<file path="src/rtl/exception_ctrl_multi_if.sv">
// Bus bundle between the exception controller and the fetch/execute/decode side.
// master = pipeline side driving events and PCs; slave = exception controller.
interface exception_ctrl_multi_if #(
  parameter int unsigned N    = 64,
  parameter int unsigned NSRC = 4
);
  logic [NSRC-1:0]   exc_req;
  logic [NSRC-1:0]   exc_en;
  logic [4*NSRC-1:0] estatus;
  logic              eret;
  logic [N-1:0]      next_pc;
  logic [N-1:0]      imem_addr;
  logic [N-1:0]      alu_branch;
  logic [1:0]        edata_sel;
  logic [NSRC-1:0]   exc_ack;
  logic              eproc;
  logic [N-1:0]      evaddr;
  logic [N-1:0]      pc_branch;
  logic [N-1:0]      read_data;
  logic              in_handler;

  modport master (
    output exc_req, exc_en, estatus, eret, next_pc, imem_addr, alu_branch, edata_sel,
    input  exc_ack, eproc, evaddr, pc_branch, read_data, in_handler
  );

  modport slave (
    input  exc_req, exc_en, estatus, eret, next_pc, imem_addr, alu_branch, edata_sel,
    output exc_ack, eproc, evaddr, pc_branch, read_data, in_handler
  );
endinterface

</file>
<file path="src/rtl/exception_ctrl_multi.sv">
// Multi-source exception controller: latches maskable events, takes the highest
// priority one, redirects fetch to its vector and saves ELR/ERR/ESR for ERET/MRS.
module exception_ctrl_multi #(
  parameter int unsigned N          = 64,
  parameter int unsigned NSRC       = 4,
  parameter logic [N-1:0] VEC_BASE   = N'(64'hD8),
  parameter logic [N-1:0] VEC_STRIDE = N'(64'h20)
) (
  input  logic                  clk,
  input  logic                  reset,
  exception_ctrl_multi_if.slave bus
);

  typedef enum logic [1:0] {
    ST_IDLE    = 2'd0,
    ST_TAKE    = 2'd1,
    ST_HANDLER = 2'd2
  } state_t;

  state_t          state_r;
  state_t          state_nxt_s;
  logic [NSRC-1:0] pending_r;
  logic [NSRC-1:0] elig_s;
  logic [NSRC-1:0] clr_s;
  logic [3:0]      sel_s;
  logic [3:0]      sel_idx_r;
  logic [3:0]      status_s;
  logic [N-1:0]    elr_r;
  logic [N-1:0]    err_r;
  logic [N-1:0]    esr_r;

  // Fixed priority: lowest set index wins.
  function automatic logic [3:0] prio_sel(input logic [NSRC-1:0] v);
    logic [3:0] idx;
    idx = 4'd0;
    for (int i = NSRC - 1; i >= 0; i--) begin
      if (v[i]) begin
        idx = 4'(i);
      end else begin
        idx = idx;
      end
    end
    return idx;
  endfunction

  assign elig_s = pending_r & bus.exc_en;
  assign sel_s  = prio_sel(elig_s);

  // Pending-clear mask and status nibble of the source being taken.
  always_comb begin
    clr_s    = '0;
    status_s = 4'd0;
    if (state_r == ST_TAKE) begin
      clr_s = NSRC'(1'b1) << sel_idx_r;
    end else begin
      clr_s = '0;
    end
    for (int i = 0; i < NSRC; i++) begin
      if (sel_idx_r == 4'(i)) begin
        status_s = bus.estatus[4*i +: 4];
      end else begin
        status_s = status_s;
      end
    end
  end

  // Next-state logic.
  always_comb begin
    state_nxt_s = state_r;
    case (state_r)
      ST_IDLE: begin
        if (elig_s != '0) begin
          state_nxt_s = ST_TAKE;
        end else begin
          state_nxt_s = ST_IDLE;
        end
      end
      ST_TAKE: state_nxt_s = ST_HANDLER;
      ST_HANDLER: begin
        if (bus.eret) begin
          state_nxt_s = ST_IDLE;
        end else begin
          state_nxt_s = ST_HANDLER;
        end
      end
      default: state_nxt_s = ST_IDLE;
    endcase
  end

  // State, pending set and saved-register updates.
  always_ff @(posedge clk) begin
    if (!reset) begin
      state_r   <= ST_IDLE;
      pending_r <= '0;
      sel_idx_r <= 4'd0;
      elr_r     <= '0;
      err_r     <= '0;
      esr_r     <= '0;
    end else begin
      state_r   <= state_nxt_s;
      // A fresh request on a bit being cleared keeps it pending.
      pending_r <= (pending_r & ~clr_s) | bus.exc_req;
      if (state_r == ST_IDLE && elig_s != '0) begin
        sel_idx_r <= sel_s;
      end else begin
        sel_idx_r <= sel_idx_r;
      end
      if (state_r == ST_TAKE) begin
        elr_r <= bus.imem_addr;
        err_r <= bus.next_pc;
        esr_r <= N'({sel_idx_r, status_s});
      end else begin
        elr_r <= elr_r;
        err_r <= err_r;
        esr_r <= esr_r;
      end
    end
  end

  // Fetch redirect, acknowledge and saved-register read port.
  always_comb begin
    bus.eproc      = 1'b0;
    bus.exc_ack    = '0;
    bus.evaddr     = VEC_BASE;
    bus.in_handler = 1'b0;
    bus.pc_branch  = bus.alu_branch;
    bus.read_data  = '0;
    if (state_r == ST_TAKE) begin
      bus.eproc   = 1'b1;
      bus.exc_ack = NSRC'(1'b1) << sel_idx_r;
      bus.evaddr  = VEC_BASE + VEC_STRIDE * N'(sel_idx_r);
    end else begin
      bus.eproc   = 1'b0;
    end
    if (state_r == ST_HANDLER) begin
      bus.in_handler = 1'b1;
      if (bus.eret) begin
        bus.pc_branch = err_r;
      end else begin
        bus.pc_branch = bus.alu_branch;
      end
    end else begin
      bus.in_handler = 1'b0;
    end
    case (bus.edata_sel)
      2'b00:   bus.read_data = err_r;
      2'b01:   bus.read_data = elr_r;
      2'b10:   bus.read_data = esr_r;
      2'b11:   bus.read_data = '0;
      default: bus.read_data = '0;
    endcase
  end

endmodule

</file>
<file path="src/flat_wrapper.sv">
// flat-port wrapper written by rule: the top's interface ports become plain ports
module exception_ctrl_multi_flat 
#(
  parameter int unsigned N          = 64,
  parameter int unsigned NSRC       = 4,
  parameter logic [N-1:0] VEC_BASE   = N'(64'hD8),
  parameter logic [N-1:0] VEC_STRIDE = N'(64'h20)
)
  (clk, reset, bus_exc_req, bus_exc_en, bus_estatus, bus_eret, bus_next_pc, bus_imem_addr, bus_alu_branch, bus_edata_sel, bus_exc_ack, bus_eproc, bus_evaddr, bus_pc_branch, bus_read_data, bus_in_handler);
  exception_ctrl_multi_if #(.N(N), .NSRC(NSRC)) bus_i ();
  input  logic clk;
  input  logic reset;
  input wire logic [$bits(bus_i.exc_req)-1:0] bus_exc_req;
  input wire logic [$bits(bus_i.exc_en)-1:0] bus_exc_en;
  input wire logic [$bits(bus_i.estatus)-1:0] bus_estatus;
  input wire logic [$bits(bus_i.eret)-1:0] bus_eret;
  input wire logic [$bits(bus_i.next_pc)-1:0] bus_next_pc;
  input wire logic [$bits(bus_i.imem_addr)-1:0] bus_imem_addr;
  input wire logic [$bits(bus_i.alu_branch)-1:0] bus_alu_branch;
  input wire logic [$bits(bus_i.edata_sel)-1:0] bus_edata_sel;
  output wire logic [$bits(bus_i.exc_ack)-1:0] bus_exc_ack;
  output wire logic [$bits(bus_i.eproc)-1:0] bus_eproc;
  output wire logic [$bits(bus_i.evaddr)-1:0] bus_evaddr;
  output wire logic [$bits(bus_i.pc_branch)-1:0] bus_pc_branch;
  output wire logic [$bits(bus_i.read_data)-1:0] bus_read_data;
  output wire logic [$bits(bus_i.in_handler)-1:0] bus_in_handler;
  assign bus_i.exc_req = bus_exc_req;
  assign bus_i.exc_en = bus_exc_en;
  assign bus_i.estatus = bus_estatus;
  assign bus_i.eret = bus_eret;
  assign bus_i.next_pc = bus_next_pc;
  assign bus_i.imem_addr = bus_imem_addr;
  assign bus_i.alu_branch = bus_alu_branch;
  assign bus_i.edata_sel = bus_edata_sel;
  assign bus_exc_ack = bus_i.exc_ack;
  assign bus_eproc = bus_i.eproc;
  assign bus_evaddr = bus_i.evaddr;
  assign bus_pc_branch = bus_i.pc_branch;
  assign bus_read_data = bus_i.read_data;
  assign bus_in_handler = bus_i.in_handler;
  exception_ctrl_multi #(.N(N), .NSRC(NSRC), .VEC_BASE(VEC_BASE), .VEC_STRIDE(VEC_STRIDE)) u_core (.clk(clk), .reset(reset), .bus(bus_i));
endmodule
</file>
<file path="config.mk">
export PLATFORM = sky130hd
export DESIGN_NAME = exception_ctrl_multi_flat
export DESIGN_NICKNAME = d
export VERILOG_FILES = /design/src/rtl/exception_ctrl_multi_if.sv /design/src/rtl/exception_ctrl_multi.sv /design/src/flat_wrapper.sv
export SDC_FILE = /design/constraint.sdc
export NUM_CORES = 1
export LEC_CHECK = 0
export ABC_AREA = 0
export BUFFER_PORTS_ARGS = -buffer_cell sky130_fd_sc_hd__buf_2
export CORE_MARGIN = 10
export CORE_UTILIZATION = 30
export CTS_CLUSTER_DIAMETER = 60
export DETAILED_ROUTE_END_ITERATION = 8
export GPL_TIMING_DRIVEN = 0
export PLACE_DENSITY = 0.58
export SLEW_MARGIN = 20
export SYNTH_ARGS = -nofsm -noshare
export SYNTH_HDL_FRONTEND = slang
export SYNTH_SLANG_ARGS = --single-unit
</file>
<file path="constraint.sdc">
create_clock -name clk -period 1.4 [get_ports clk]
set_input_delay 0 -clock clk [delete_from_list [all_inputs] [get_ports clk]]
set_output_delay 0 -clock clk [all_outputs]
set_load 0.02 [all_outputs]
</file>
# After elaboration in Yosys (flattened, before gate mapping)
# Cells that the tools add are included.
dict set report op_classes {
  n_addsub 1
  eq_ne 8
  shifts 1
  mux 18
  bitwise 4
  reduce_logical 5
}
# operator n
set op_table {}
lappend op_table {{$pmux 64 s4} 1}
lappend op_table {{$mux 64} 3}
lappend op_table {{$mux 4} 5}
lappend op_table {{$add 8x9->10 const A} 1}
lappend op_table {{$mux 2} 5}
lappend op_table {{$and 4x4->4} 2}
lappend op_table {{$eq 4x2->1 const B} 2}
lappend op_table {{$eq 2x2->1 const B} 3}
lappend op_table {{$pmux 2 s3} 1}
lappend op_table {{$eq 2x1->1 const B} 2}
lappend op_table {{$eq 4x1->1 const B} 1}
lappend op_table {{$logic_not 2->1} 2}
lappend op_table {{$logic_not 4->1} 1}
lappend op_table {{$not 4->4} 1}
lappend op_table {{$or 4x4->4} 1}
lappend op_table {{$reduce_bool 4->1} 1}
lappend op_table {{$shl 1x4->4 const A} 1}
lappend op_table {{$mux 1} 3}
lappend op_table {{$logic_and 1x1->1} 1}
dict set report totals {
  regBits 146
  inputBits 221
  output_inout_bits 198
  wordCells 43
}

# Longest topological paths before layout
dict set report depth {
  word_depth 5
  mapped_depth 7
  ltp_nobuf 5
}

# Worst setup path after synthesis
# No wires, ideal clock.
dict set report synth_timing {
  path_type {register to register}
  from {reg u_core.state_r[1]}
  to {reg u_core.pending_r[0]}
  setup_time_ns 0.115
  t_arrival_ns 1.372
  required_ns 1.285
  slack_ns -0.087
  stages_incl_launch_ff 6
  path_buffers 1
  synth_period_minus_slack_ns 1.487
  path_cell_list {dfxtp_1 nand2b_1 buf_6 nor3_1 nor2b_1 o21a_1}
}
dict set report synth_via {
  elab_chain_len 5
}
# item line_no
set synth_lines {}
lappend synth_lines {{start, declared} exception_ctrl_multi.sv:20} ;# state_t state_r;
lappend synth_lines {{start signal, assigned} exception_ctrl_multi.sv:100} ;# state_r <= state_nxt_s;
lappend synth_lines {{$eq 2x1->1} --}
lappend synth_lines {{$mux 4} --}
lappend synth_lines {{net bus_exc_ack[0]} flat_wrapper.sv:21} ;# output wire logic [$bits(bus_i.exc_ack)-1:0] bus_exc_ack;
lappend synth_lines {{$not 4->4} exception_ctrl_multi.sv:102} ;# pending_r <= (pending_r & ~clr_s) | bus.exc_req;
lappend synth_lines {{$and 4x4->4} exception_ctrl_multi.sv:102}
lappend synth_lines {{$or 4x4->4} exception_ctrl_multi.sv:102}
lappend synth_lines {{end signal, assigned} exception_ctrl_multi.sv:102}
lappend synth_lines {{end, declared} exception_ctrl_multi.sv:22} ;# logic [NSRC-1:0] pending_r;
# The timed path passes the listed nets, and every way through them passes these cells.
# A chain may end at the register's enable or synchronous reset.

# Worst setup path in the final report
dict set report layout_timing {
  from {reg u_core.state_r[0]}
  to {out bus_pc_branch[62]}
}
dict set report layout_via {
  elab_chain_len 2
}
# item line_no
set layout_lines {}
lappend layout_lines {{$eq 2x2->1} exception_ctrl_multi.sv:135} ;# if (state_r == ST_HANDLER) begin
lappend layout_lines {{$mux 64} exception_ctrl_multi.sv:135}
lappend layout_lines {{end, declared} flat_wrapper.sv:24} ;# output wire logic [$bits(bus_i.pc_branch)-1:0] bus_pc_branch;
# No other way between the ends.

==> out/results.tsv <==
stage	metric	value	unit
sta	slew-limit-headroom	41.2	%
sta	rsz0062_at_grt	true	
sta	fin_ws	-0.458	ns
cells_and_area	layout_commonest_cell	buf_2	
detailed_routing	drc	0	
logic_synthesis	synth-seq-area-share	37.1	%
global_route	grt_pass1_vias	8817	
sta	clock.fmax	0.538	GHz
detailed_routing	dr.pass1.iters	4	
cells_and_area	diodes	0	
logic_synthesis	ys_seq_elements	142	
die	pin_count	419	
power_and_ir_drop	p_leak	6.36	nW
logic_synthesis	ys.flop_type	dfxtp_1	
die	die_h	180	um
worst_hold_path	whs_endpoint	u_core.esr_r[0]$_SDFFE_PN0N_	
cells_and_area	layout_common_cells	buf_2 (301), nand2_1 (264), dfxtp_1 (140)	
cells_and_area	fin_cells	1865	
status	violations	setup timing	
global_route	antenna_found_initial	0	
clock_network	cts_tree	built	
setup_path	cp_data_arrival_time	1.86	ns
setup_path	start_kind	flop	
setup_path	r2r-end	u_core.err_r[37]$_SDFFE_PN0N_	
power_and_ir_drop	ir_worst_vdd	0.000693	V
clock_network	cts_made_buffers	17	
logic_synthesis	yosysUniqueCellTypes	33	
cells_and_area	num-fill-cells	2300	
cells_and_area	final_area	13600	um2
placed_design	placedCellCount	1656	
cells_and_area	layout-drive-gt1-share	41.5	%
setup_path	crit_path_start	u_core.state_r[0]$_SDFF_PN0_	
status	outcome	finished with violations	
setup_path	cp_max_fo	5	
setup_path	end_kind	output port	
logic_synthesis	yosys_warnings	0	
worst_hold_path	hp-class	in -> reg	
logic_synthesis	synth_edf_count	0	
power_and_ir_drop	internal_power	0.00900	W
global_route	grt_usage	20.8	%
clock_network	cts_root_buf	clkbuf_16	
global_route	grt_max_degree	17	
placed_design	hpwl	25.4	mm
clock_network	clkLatencyLatePin	0.42	ns
placed_design	portBuffers	356	
run	cap_violations	0	
sta	worst_pin_slew	0.881	ns
clock_network	cts.clk_slew.worst_paths	0.07	ns
clock_network	h-tree-depth	4	
placed_design	place_congestion	0.817	
detailed_routing	vias_per_cell	4.49	
logic_synthesis	synth_area	7660	um2
power_and_ir_drop	combPwrFrac	29.8	%
sta	hold_viol	0	
cells_and_area	synthToLayoutAreaGrowth	77.6	%
setup_path	criticalPathCategory	reg -> out	
setup_path	r2r_slack	-0.20	ns
sta	period_minus_slack	1.86	ns
power_and_ir_drop	pwr-share-seq	34.7	%
placed_design	dp_slack	-0.303	ns
die	die_area	32300	um2
die	die_w	180	um
worst_hold_path	hold_depth	4	
worst_hold_path	hold_start	bus_estatus[8]	
placed_design	placed_area	10100	um2
clock_network	cts.path.max_buffers	2	
logic_synthesis	async_reset_ff_share	0	%
sta	skew	0.0182	ns
sta	fin_crit_sh	133	%
power_and_ir_drop	power_density	956	nW/um2
die	start_util	30.4	%
die	row_count	58	
power_and_ir_drop	switching_share	30.8	%
power_and_ir_drop	switchingPower	0.00401	W
detailed_routing	wirelength	36.0	mm
detailed_routing	dr.first_iter.drc_count	350	
global_route	overflow	0	
sta	maxSlewViolCount	0	
setup_path	reg2reg_depth	11	
power_and_ir_drop	clockPowerShare	35.5	%
clock_network	cts.sinks	142	
logic_synthesis	synthCells	912	
global_route	grt_pass1_wl	53.2	mm
sta	hold_slack	0.0193	ns
die	fp.coreArea	25200	um2
detailed_routing	ant_nets	0	
logic_synthesis	avgSynthCellArea	8.40	um2
setup_path	r2r_start	u_core.state_r[0]$_SDFF_PN0_	
detailed_routing	wl_per_cell	19.3	um
sta	finalSetupViolations	174	
setup_path	worst_ep_required_time	1.40	ns
detailed_routing	num_vias	8366	
cells_and_area	fin_nets	1743	
[what timing repair did]
item	CTS	global route
endpoints found under the setup margin	241	210
pin swaps	5	25
gates cloned	10	7
hold buffers	135	0
setup buffers	18	7
gates resized for setup	179	163
hold endpoints to repair	133	0
[layer usage]
layer  global-route usage (%)  share of wire (%)
met3                     5.96                6.7
met4                     5.49                1.6
met1                     23.9                 41
met5                        0                  0
met2                     36.7                 51
[sequential cells by signal, summed over array words and instances, names as in the netlist]
| signal | flops |
|---|---|
| u_core.pending_r | 4 |
| u_core.sel_idx_r | 2 |
| u_core.err_r | 64 |
| u_core.esr_r | 6 |
| u_core.elr_r | 64 |
| u_core.state_r | 2 |
[final cells by class]
| type | count | area, um2 | share of cell area (%) |
|---|---|---|---|
| multi-input cells | 696 | 4310 | 31.7 |
| clock buffers | 18 | 429 | 3.15 |
| clock inverters | 14 | 155 | 1.14 |
| flip-flops and latches | 142 | 2850 | 20.9 |
| inverters | 4 | 20.0 | 0.147 |
| plain buffers | 129 | 1150 | 8.46 |
| well taps | 330 | 413 | 3.04 |
| repair buffers | 532 | 4270 | 31.4 |
[cell usage after synthesis, drive strengths merged (6+ instances only)]
cell type  instances  area (um2)
nand2            275        1040
dfxtp            142        2840
a21boi           130         976
buf              105         773
mux2              64         721
mux2i             64         641
nor2              60         225
clkbuf            24        90.1
nand3              9        45.0
o21ai              7        35.0
o21a               6        45.0
[how the worst max path moves through the flow]
stage	to	slack, ns	depth (start not counted)
2_1_floorplan	bus_pc_branch[10]	0.06	4
3_3_place_gp	bus_read_data[31]	-0.30	4
3_5_place_dp	bus_read_data[31]	-0.30	4
4_1_cts	bus_pc_branch[59]	-0.46	6
5_1_grt	bus_pc_branch[53]	-0.51	6
6_report	bus_pc_branch[62]	-0.46	6
[kinds of logic (layout without fill, tap and decap cells)]
kind of cell / count (synthesis) / count (layout) / share of synthesized area, %
simple gates: 354 / 355 / 17.9
compound gates: 149 / 149 / 14.4
flops: 142 / 142 / 37.1
buf+inv: 133 / 697 / 11.5
mux: 132 / 132 / 18.9
other cells: 2 / 60 / 0.0980
[metrics by stage]
| stage | utilization, % | total power (W) | TNS [ns] |
|---|---|---|---|
| 2_1_floorplan | - | 0.00620 | 0 |
| 3_3_place_gp | 40.0 | 0.00717 | -25.26 |
| 3_5_place_dp | 40.0 | 0.00720 | -28.24 |
| 4_1_cts | 51.6 | 0.0127 | -40.82 |
| 5_1_grt | 54.0 | 0.0136 | -49.04 |
| 6_report | 54.0 | 0.0130 | -40.18 |
[critical path, cell delays in order (launching register included)]
cell	delay, ns
dfxtp_2	0.32
and2b_4	0.29
buf_12	0.13
nand2_8	0.09
buf_16	0.16
mux2_2	0.29
buf_6	0.14
[power groups by stage]
stage                     logic [W]  clock network [W]  registers (W)
after floorplan             0.00168                  0        0.00452
after global placement      0.00257                  0        0.00460
after detailed placement    0.00259                  0        0.00461
after CTS                   0.00350            0.00470        0.00452
after global routing        0.00415            0.00488        0.00455
final                       0.00387            0.00462        0.00452
No activity file was read; power rests on OpenSTA's default activity.
